<file path="config.mk">
export PLATFORM = sky130hd
export DESIGN_NAME = pipe_flush_ctrl
export DESIGN_NICKNAME = d
export VERILOG_FILES = /design/src/rtl/pipe_flush_ctrl_pkg.sv /design/src/rtl/pipe_flush_ctrl.sv
export SDC_FILE = /design/constraint.sdc
export NUM_CORES = 1
export LEC_CHECK = 0
export ABC_AREA = 1
export BUFFER_PORTS_ARGS = -buffer_cell sky130_fd_sc_hd__buf_4
export CAP_MARGIN = 40
export CORE_AREA = 2 2 135 137
export CTS_CLUSTER_DIAMETER = 50
export CTS_CLUSTER_SIZE = 14
export DETAILED_ROUTE_END_ITERATION = 7
export DIE_AREA = 0 0 137 139
export GPL_TIMING_DRIVEN = 0
export SYNTH_ARGS = -nofsm -noshare
export SYNTH_HDL_FRONTEND = slang
export SYNTH_SLANG_ARGS = --single-unit
</file>
<file path="constraint.sdc">
create_clock -name clk -period 1.4 [get_ports clk]
set_clock_uncertainty 0.05 [all_clocks]
set_input_delay 0.28 -clock clk [delete_from_list [all_inputs] [get_ports clk]]
set_output_delay 0.28 -clock clk [all_outputs]
set_load 0.05 [all_outputs]
</file>
<file path="src/rtl/pipe_flush_ctrl_pkg.sv">
// rtl/pipe_flush_ctrl_pkg.sv - shared stall/flush encodings for the pipeline control path
package pipe_flush_ctrl_pkg;

    localparam logic STOP    = 1'b1;
    localparam logic NO_STOP = 1'b0;

    localparam logic FLUSH    = 1'b1;
    localparam logic NO_FLUSH = 1'b0;

    localparam logic EXCEPTION                = 1'b1;
    localparam logic FAILED_BRANCH_PREDICTION = 1'b0;

    // Stall vector: bit0 pc, bit1 if, bit2 id, bit3 ex, bit4 mem, bit5 wb
    localparam logic [5:0] STALL_NONE = 6'b000000;
    localparam logic [5:0] STALL_IF   = 6'b000011;
    localparam logic [5:0] STALL_ID   = 6'b000111;
    localparam logic [5:0] STALL_EX   = 6'b001111;
    localparam logic [5:0] STALL_MEM  = 6'b011111;

endpackage

</file>
<file path="src/rtl/pipe_flush_ctrl.sv">
// rtl/pipe_flush_ctrl.sv - stall merge, flush arbitration and PC redirect sequencer
module pipe_flush_ctrl
    import pipe_flush_ctrl_pkg::*;
#(
    parameter int ADDR_W = 32,
    parameter int CNT_W  = 32
) (
    input  logic              clk,
    input  logic              rst,
    input  logic              stallreq_if,
    input  logic              stallreq_id,
    input  logic              stallreq_ex,
    input  logic              stallreq_mem,
    input  logic              exc_req_i,
    input  logic [ADDR_W-1:0] exc_target_i,
    input  logic              bp_fail_i,
    input  logic [ADDR_W-1:0] bp_target_i,
    output logic [5:0]        stall_o,
    output logic              flush_o,
    output logic              flush_cause_o,
    output logic              redirect_o,
    output logic [ADDR_W-1:0] redirect_pc_o,
    output logic [CNT_W-1:0]  exc_cnt_o,
    output logic [CNT_W-1:0]  bpf_cnt_o
);

    typedef enum logic {
        ST_RUN  = 1'b0,
        ST_HOLD = 1'b1
    } state_t;

    state_t            r_state;
    state_t            w_state_nxt;
    logic [ADDR_W-1:0] r_pend_pc;
    logic [ADDR_W-1:0] w_pend_pc_nxt;
    logic [CNT_W-1:0]  r_exc_cnt;
    logic [CNT_W-1:0]  r_bpf_cnt;
    logic              w_exc_inc;
    logic              w_bpf_inc;
    logic              w_bpf_acc;
    logic [ADDR_W-1:0] w_target;

    // A mispredict seen under a mem stall is re-presented later, so it is not taken now.
    assign w_bpf_acc = bp_fail_i & ~exc_req_i & ~stallreq_mem;
    assign w_target  = exc_req_i ? exc_target_i : bp_target_i;

    always_comb begin
        w_state_nxt   = r_state;
        w_pend_pc_nxt = r_pend_pc;
        w_exc_inc     = 1'b0;
        w_bpf_inc     = 1'b0;
        stall_o       = STALL_NONE;
        flush_o       = NO_FLUSH;
        flush_cause_o = FAILED_BRANCH_PREDICTION;
        redirect_o    = 1'b0;
        redirect_pc_o = '0;
        if (!rst) begin
            case (r_state)
                ST_RUN: begin
                    if (exc_req_i || w_bpf_acc) begin
                        w_exc_inc     = exc_req_i;
                        w_bpf_inc     = w_bpf_acc;
                        flush_o       = FLUSH;
                        flush_cause_o = exc_req_i ? EXCEPTION : FAILED_BRANCH_PREDICTION;
                        if (!stallreq_if) begin
                            redirect_o    = 1'b1;
                            redirect_pc_o = w_target;
                        end else begin
                            stall_o       = STALL_IF;
                            w_pend_pc_nxt = w_target;
                            w_state_nxt   = ST_HOLD;
                        end
                    end else if (stallreq_mem) begin
                        stall_o = STALL_MEM;
                    end else if (stallreq_ex) begin
                        stall_o = STALL_EX;
                    end else if (stallreq_id) begin
                        stall_o = STALL_ID;
                    end else if (stallreq_if) begin
                        stall_o = STALL_IF;
                    end
                end
                ST_HOLD: begin
                    w_exc_inc = exc_req_i;
                    if (exc_req_i) begin
                        w_pend_pc_nxt = exc_target_i;
                    end
                    if (!stallreq_if) begin
                        // Flush here kills the stale fetch that returns in this cycle.
                        redirect_o    = 1'b1;
                        redirect_pc_o = exc_req_i ? exc_target_i : r_pend_pc;
                        flush_o       = FLUSH;
                        flush_cause_o = EXCEPTION;
                        w_state_nxt   = ST_RUN;
                    end else begin
                        stall_o = STALL_IF;
                    end
                end
                default: w_state_nxt = ST_RUN;
            endcase
        end
    end

    always_ff @(posedge clk) begin
        if (rst) begin
            r_state   <= ST_RUN;
            r_pend_pc <= '0;
            r_exc_cnt <= '0;
            r_bpf_cnt <= '0;
        end else begin
            r_state   <= w_state_nxt;
            r_pend_pc <= w_pend_pc_nxt;
            if (w_exc_inc) begin
                r_exc_cnt <= r_exc_cnt + CNT_W'(1);
            end
            if (w_bpf_inc) begin
                r_bpf_cnt <= r_bpf_cnt + CNT_W'(1);
            end
        end
    end

    assign exc_cnt_o = r_exc_cnt;
    assign bpf_cnt_o = r_bpf_cnt;

endmodule

</file>
==> flow_metrics.env, run 1 <==
export IMPL_p_leak_nw=4.569
export IMPL_ys_flop_type="dfxtp_1"
export IMPL_hold_class="in2reg"
export IMPL_synthesis_nets=1135
export IMPL_area_delta_synth_final_pct=77.27
export IMPL_top_usage_layer="met2"
export IMPL_grt_setup_unrepaired="yes"
export IMPL_htree_num_levels=3
export IMPL_violations="setup timing"
export IMPL_insertion_delay_ns=0.36
export IMPL_gp_congestion=0.8477
export IMPL_cts_path_max_buffers=2
export IMPL_synth_area_um2=6270
export IMPL_crit_arrival_ns=1.67
export IMPL_grt_pass1_vias=7336
export IMPL_synth_cells=1061
export IMPL_path_class="reg2out"
export IMPL_die_h_um=139
export IMPL_finalSetupTns_ns=-40.42
export IMPL_ys_top_cells_by_area="dfxtp_1 31%, nand2_1 21%, a21oi_1 9.9%"
export IMPL_drc=0
export IMPL_vias=7735
export IMPL_grt_antenna_before_repair=0
export IMPL_post_drt_wl_per_cell_um=15.40
export IMPL_ys_types=40
export IMPL_yosysTopAreaCellShare=0.3097
export IMPL_first_pass_iters=5
export IMPL_post_synth_top_area_cell="dfxtp_1"
export IMPL_power_w=0.008149
export IMPL_max_freq_mhz=499.8
export IMPL_clkTransAtPathRegs_ns=0.08
export IMPL_drt_wl_total_mm=23.75
export IMPL_grt_max_degree=17
export IMPL_multi_input_area_um2=5189
export IMPL_cellPowerDensity_nw_per_um2=733.2
export IMPL_cts_buffers=9
export IMPL_rows=49
export IMPL_use_met2=0.4012
export IMPL_finalCriticalPeriod_ns=2.001
export IMPL_finalHoldViolations=0
export IMPL_first_iter_violations=372
export IMPL_hold_buffers=0
export IMPL_core_area_um2=17660
export IMPL_ios=177
export IMPL_gr_usage_met1=0.2962
export IMPL_nets=1382
export IMPL_start_util=0.3551
export IMPL_synth_async_sr_flop_share=0
export IMPL_dpl_hpwl_mm=16.26
export IMPL_yosysSeqAreaShare=0.3097
export IMPL_via_per_inst=5.016
export IMPL_grt_use_total=0.2374
export IMPL_timing_final_crit_share=1.429
export IMPL_setup_violations=104
export IMPL_instances_no_fill=1542
export IMPL_gr_total_overflow=0
export IMPL_slew_headroom=0.4121
export IMPL_place_ws_ns=-0.5984
export IMPL_post_route_util=0.6295
export IMPL_antenna_cells=0
export IMPL_die_area_um2=19040
export IMPL_synth_edff_count=0
export IMPL_max_vdd_ir_drop_mv=0.6039
export IMPL_yosysWarnings=0
export IMPL_maxCapViolCount=0
export IMPL_clockRootBuffer="clkbuf_16"
export IMPL_fillers=1603
export IMPL_layout_setup_ws_ns=-0.6009
export IMPL_ant_nets=0
export IMPL_die_w_um=137
export IMPL_cp_required_ns=1.07
export IMPL_cts_sinks=97
export IMPL_port_buffers=173
export IMPL_synth_seq_cells=97
export IMPL_register_area_um2=2103
export IMPL_outcome="finished with violations"
export IMPL_crit_path_start_kind="flip-flop"
export IMPL_syn_avg_cell_area_um2=5.909
export IMPL_grtUsageMet3=0.04751
export IMPL_tritoncts="done"
export IMPL_drive_above_1_share=0.4867
export IMPL_drv_slew=0
export IMPL_tightest_slew_ns=0.8819
export IMPL_grt_pass1_wl_mm=36.31
export IMPL_end_kind="output port"
export IMPL_place_inst=1463
export IMPL_path_max_fanout=10
[routing by layer]
layer  routed length (um)  vias to the layer above
met5                    0                        -
met4                  529                        0
met3                 1419                       45
met2                11710                      232
met1                10100                     3569
li1                     -                     3889
[per-stage QoR]
step	instance area, um^2	hold WS, ns
after floorplan	7346	0.4048
after global placement	8931	0.4131
after detailed placement	8931	0.4075
after CTS	10340	0.2369
after global routing	11110	0.2524
final	11110	0.2320
[final timing paths]
kind | start | end | slack [ns] | cells past startpoint
min | rst | exc_cnt_o[4] | 0.23 | 4
max | r_state | redirect_pc_o[26] | -0.60 | 7
min reg2reg | exc_cnt_o[14] | exc_cnt_o[14] | 0.42 | 1
max reg2reg | r_state | r_pend_pc[20] | -0.48 | 13
[placed cells by master, fill, tap and decap left out, drive strengths merged, types with 2 or more instances in the layout]
| master | n |
|---|---|
| a21oi | 125 |
| buf | 270 |
| bufinv | 3 |
| clkbuf | 27 |
| dfxtp | 97 |
| ha | 2 |
| inv | 125 |
| nand2 | 351 |
| nand3 | 75 |
| nand3b | 2 |
| nand4 | 18 |
| nor2 | 127 |
| nor3 | 13 |
| o21ai | 61 |
| o21bai | 2 |
| o22ai | 2 |
| xor2 | 2 |
[power by group]
part | internal [W] | total (W) | switching (W)
Sequential | 0.00279 | 0.00284 | 0.0000414
Combinational | 0.000967 | 0.00231 | 0.00135
Clock | 0.00181 | 0.00300 | 0.00119
Total | 0.00557 | 0.00815 | 0.00258
[kinds of logic (layout without fill, tap and decap cells)]
logic type / count (synthesis) / count (layout) / share of synthesized area
adder cells (fa/ha/maj): 2 / 2 / 0.003991
buffers and inverters: 175 / 427 / 0.1215
AO/OA/AOI/OAI: 194 / 194 / 0.1622
AND/OR/NAND/NOR: 589 / 589 / 0.3977
flip-flops: 97 / 97 / 0.3097
other: 1 / 1 / 0.0005981
XOR/XNOR: 3 / 3 / 0.004192
[cells in the mapped netlist, drive strengths merged (2+ instances only)]
cell    number
nand2      351
nor2       127
a21oi      125
inv        124
dfxtp       97
nand3       75
o21ai       61
buf         36
nand4       18
clkbuf      15
nor3        13
ha           2
nand3b       2
o21bai       2
o22ai        2
xor2         2
[timing repair]
item                                    in CTS  in global routing
resized for setup                          169                204
setup buffers                               39                 25
pin swaps                                   40                 58
gates cloned                                 7                  2
endpoints found under the setup margin     119                126
[worst max-delay path, cell delays in order, from the launching register on]
cell	delay [ns]
dfxtp_4	0.41
inv_8	0.08
nor2_4	0.10
buf_12	0.15
clkbuf_16	0.15
nand2_2	0.06
a21oi_4	0.16
buf_6	0.18
[area by class of cell]
class / instances / share of cell area
buffer: 48 / 0.03873
clock inverter: 6 / 0.01024
timing repair buffer: 239 / 0.2038
inverter: 124 / 0.04390
sequential: 97 / 0.1892
clock buffer: 10 / 0.02150
tap: 229 / 0.02578
multi-input combinational: 789 / 0.4668
[state kept, by name (all words and copies together) (netlist names)]
signal and flops:
r_state 1, exc_cnt_o 32, bpf_cnt_o 32, r_pend_pc 32
No activity file was read; power rests on OpenSTA's default activity.
==> run 2, diff against run 1 <==
--- a/config.mk
+++ b/config.mk
@@ -8,12 +8,14 @@
 export ABC_AREA = 1
 export BUFFER_PORTS_ARGS = -buffer_cell sky130_fd_sc_hd__buf_4
 export CAP_MARGIN = 40
-export CORE_AREA = 2 2 135 137
+export CELL_PAD_IN_SITES_DETAIL_PLACEMENT = 0
+export CELL_PAD_IN_SITES_GLOBAL_PLACEMENT = 1
+export CORE_AREA = 2 2 143 145
 export CTS_CLUSTER_DIAMETER = 50
 export CTS_CLUSTER_SIZE = 14
 export DETAILED_ROUTE_END_ITERATION = 7
-export DIE_AREA = 0 0 137 139
-export GPL_TIMING_DRIVEN = 0
+export DIE_AREA = 0 0 145 147
+export PLACE_DENSITY_LB_ADDON = 0.1
 export SYNTH_ARGS = -nofsm -noshare
 export SYNTH_HDL_FRONTEND = slang
 export SYNTH_SLANG_ARGS = --single-unit
==> run 2 against run 1 <==
  * Sequential power about the same
  * Sequential share of layout area decreased by 1.7 points
  * Largest cell class unchanged
  * Register-to-register slack improved by 0.08 ns
  * Wire length rose by 1.2%
  * Global-route usage fell by 1.7 points
  * Final cell count grew 10%
  * The run still ends with setup timing left
  * Combinational power up 10%
  * Fmax is 5.2% higher
  * Clock-buffer cell count stayed put
  * Die area is 12% higher
  * Non-clock buffer count increased by 118
  * First-iteration DRC count decreased by 21%
==> flow_metrics.env, run 2 (synthesis results as in run 1) <==
export IMPL_swShare=0.3238
export IMPL_maxCapViolCount=0
export IMPL_insertion_delay_ns=0.35
export IMPL_cts_sinks=97
export IMPL_die_h_um=147
export IMPL_ant_nets=0
export IMPL_clkTransAtPathRegs_ns=0.07
export IMPL_p_sw_w=0.002573
export IMPL_post_drt_wl_per_cell_um=14.13
export IMPL_cts_buffers=9
export IMPL_rows=52
export IMPL_nets=1500
export IMPL_crit_path_start_kind="flip-flop"
export IMPL_gr_total_overflow=0
export IMPL_end_kind="output port"
export IMPL_layout_common_cells="299 x buf_4, 272 x nand2_1, 112 x inv_1, 83 x nor2_1, 61 x buf_6"
export IMPL_start_util=0.3160
export IMPL_grt_pass1_vias=7811
export IMPL_via_per_inst=4.731
export IMPL_clockRootBuffer="clkbuf_16"
export IMPL_dpl_hpwl_mm=16.91
export IMPL_grt_antenna_before_repair=0
export IMPL_first_iter_violations=293
export IMPL_finalCriticalPeriod_ns=1.902
export IMPL_first_pass_iters=4
export IMPL_cp_required_ns=1.07
export IMPL_violations="setup timing"
export IMPL_max_freq_mhz=525.7
export IMPL_ios=177
export IMPL_grt_pass1_wl_mm=38.66
export IMPL_hold_ws_ns=0.2688
export IMPL_gp_congestion=0.8158
export IMPL_clkPwrFrac=0.324
export IMPL_comb_power_share=0.320
export IMPL_port_buffers=175
export IMPL_seq_power_share=0.357
export IMPL_grt_use_total=0.2207
export IMPL_core_area_um2=19840
export IMPL_cts_path_max_buffers=2
export IMPL_grt_setup_unrepaired="yes"
export IMPL_antenna_cells=0
export IMPL_area_delta_synth_final_pct=94.57
export IMPL_p_int_w=0.005373
export IMPL_finalSetupTns_ns=-34.88
export IMPL_path_max_fanout=7
export IMPL_drive_above_1_share=0.5262
export IMPL_drt_wl_total_mm=24.04
export IMPL_setup_violations=106
export IMPL_cellPowerDensity_nw_per_um2=651.4
export IMPL_outcome="finished with violations"
export IMPL_die_w_um=145
export IMPL_vias=8047
export IMPL_drc=0
export IMPL_grt_max_degree=36
export IMPL_htree_num_levels=3
export IMPL_p_leak_nw=5.194
export IMPL_final_common_cell="buf_4"
export IMPL_timing_final_crit_share=1.359
export IMPL_drv_slew=0
export IMPL_crit_arrival_ns=1.57
export IMPL_hold_buffers=0
export IMPL_die_area_um2=21320
export IMPL_tritoncts="done"
export IMPL_max_vdd_ir_drop_mv=0.5867
export IMPL_hold_class="in2reg"
export IMPL_path_class="reg2out"
export IMPL_layout_setup_ws_ns=-0.5021
export IMPL_place_ws_ns=-0.4632
export IMPL_finalHoldViolations=0
==> run 2: path summary, 6_finish.rpt <==
check             slack, ns           from  depth (start not counted)                end
setup reg to reg      -0.40        r_state                         12      r_pend_pc[23]
hold / removal         0.27    stallreq_if                          3            r_state
hold reg to reg        0.44  exc_cnt_o[13]                          2      exc_cnt_o[13]
setup / recovery      -0.50        r_state                          6  redirect_pc_o[29]
==> run 2: what timing repair did <==
| item | 4_1_cts | 5_1_grt |
|---|---|---|
| buffers inserted | 26 | 17 |
| endpoints found under the setup margin | 123 | 134 |
| gates resized for setup | 163 | 176 |
| pin swaps | 30 | 55 |
| gates cloned | 8 | 1 |
==> run 2: critical path, stage by stage, from the launching register on <==
cell and delay [ns]:
dfxtp_4 0.36, inv_4 0.09, buf_12 0.16, buf_12 0.16
nand3_4 0.09, a21oi_4 0.17, buf_6 0.17
==> run 2: layout make-up <==
cell class / count / area (um^2)
Inverter: 124 / 488.0
Clock buffer: 10 / 229.0
Clock inverter: 6 / 65.06
Multi-Input combinational cell: 789 / 5166
Fill cell: 1858 / 7645
Sequential cell: 97 / 2103
Tap cell: 270 / 337.8
Timing Repair Buffer: 405 / 3810
==> run 2: power groups by stage <==
stage | combinational (W) | clock, W | sequential, W
floorplan | 0.00117 | 0 | 0.00293
global placement | 0.00199 | 0 | 0.00289
detailed placement | 0.00200 | 0 | 0.00290
CTS | 0.00241 | 0.00264 | 0.00283
global route | 0.00272 | 0.00275 | 0.00285
finish | 0.00254 | 0.00257 | 0.00283
==> run 2: metal layers <==
| layer | vias up | GRT usage | routed length (um) | share of wire |
|---|---|---|---|---|
| li1 | 4127 | - | - | - |
| met1 | 3741 | 0.2767 | 10710 | 0.45 |
| met2 | 152 | 0.3950 | 12040 | 0.50 |
| met3 | 27 | 0.02981 | 903 | 0.038 |
| met4 | 0 | 0.06584 | 386 | 0.016 |
| met5 | - | 0 | 0 | 0 |
==> run 2: through the flow <==
stage | cells | power, W | utilization | instance area [um^2]
after floorplan | 1061 | 0.004095 | - | 7346
after global placement | 1643 | 0.004883 | 0.5190 | 10300
after detailed placement | 1643 | 0.004901 | 0.5190 | 10300
after CTS | 1691 | 0.007882 | 0.5843 | 11590
after global routing | 1701 | 0.008321 | 0.6148 | 12200
final | 1701 | 0.007946 | 0.6148 | 12200
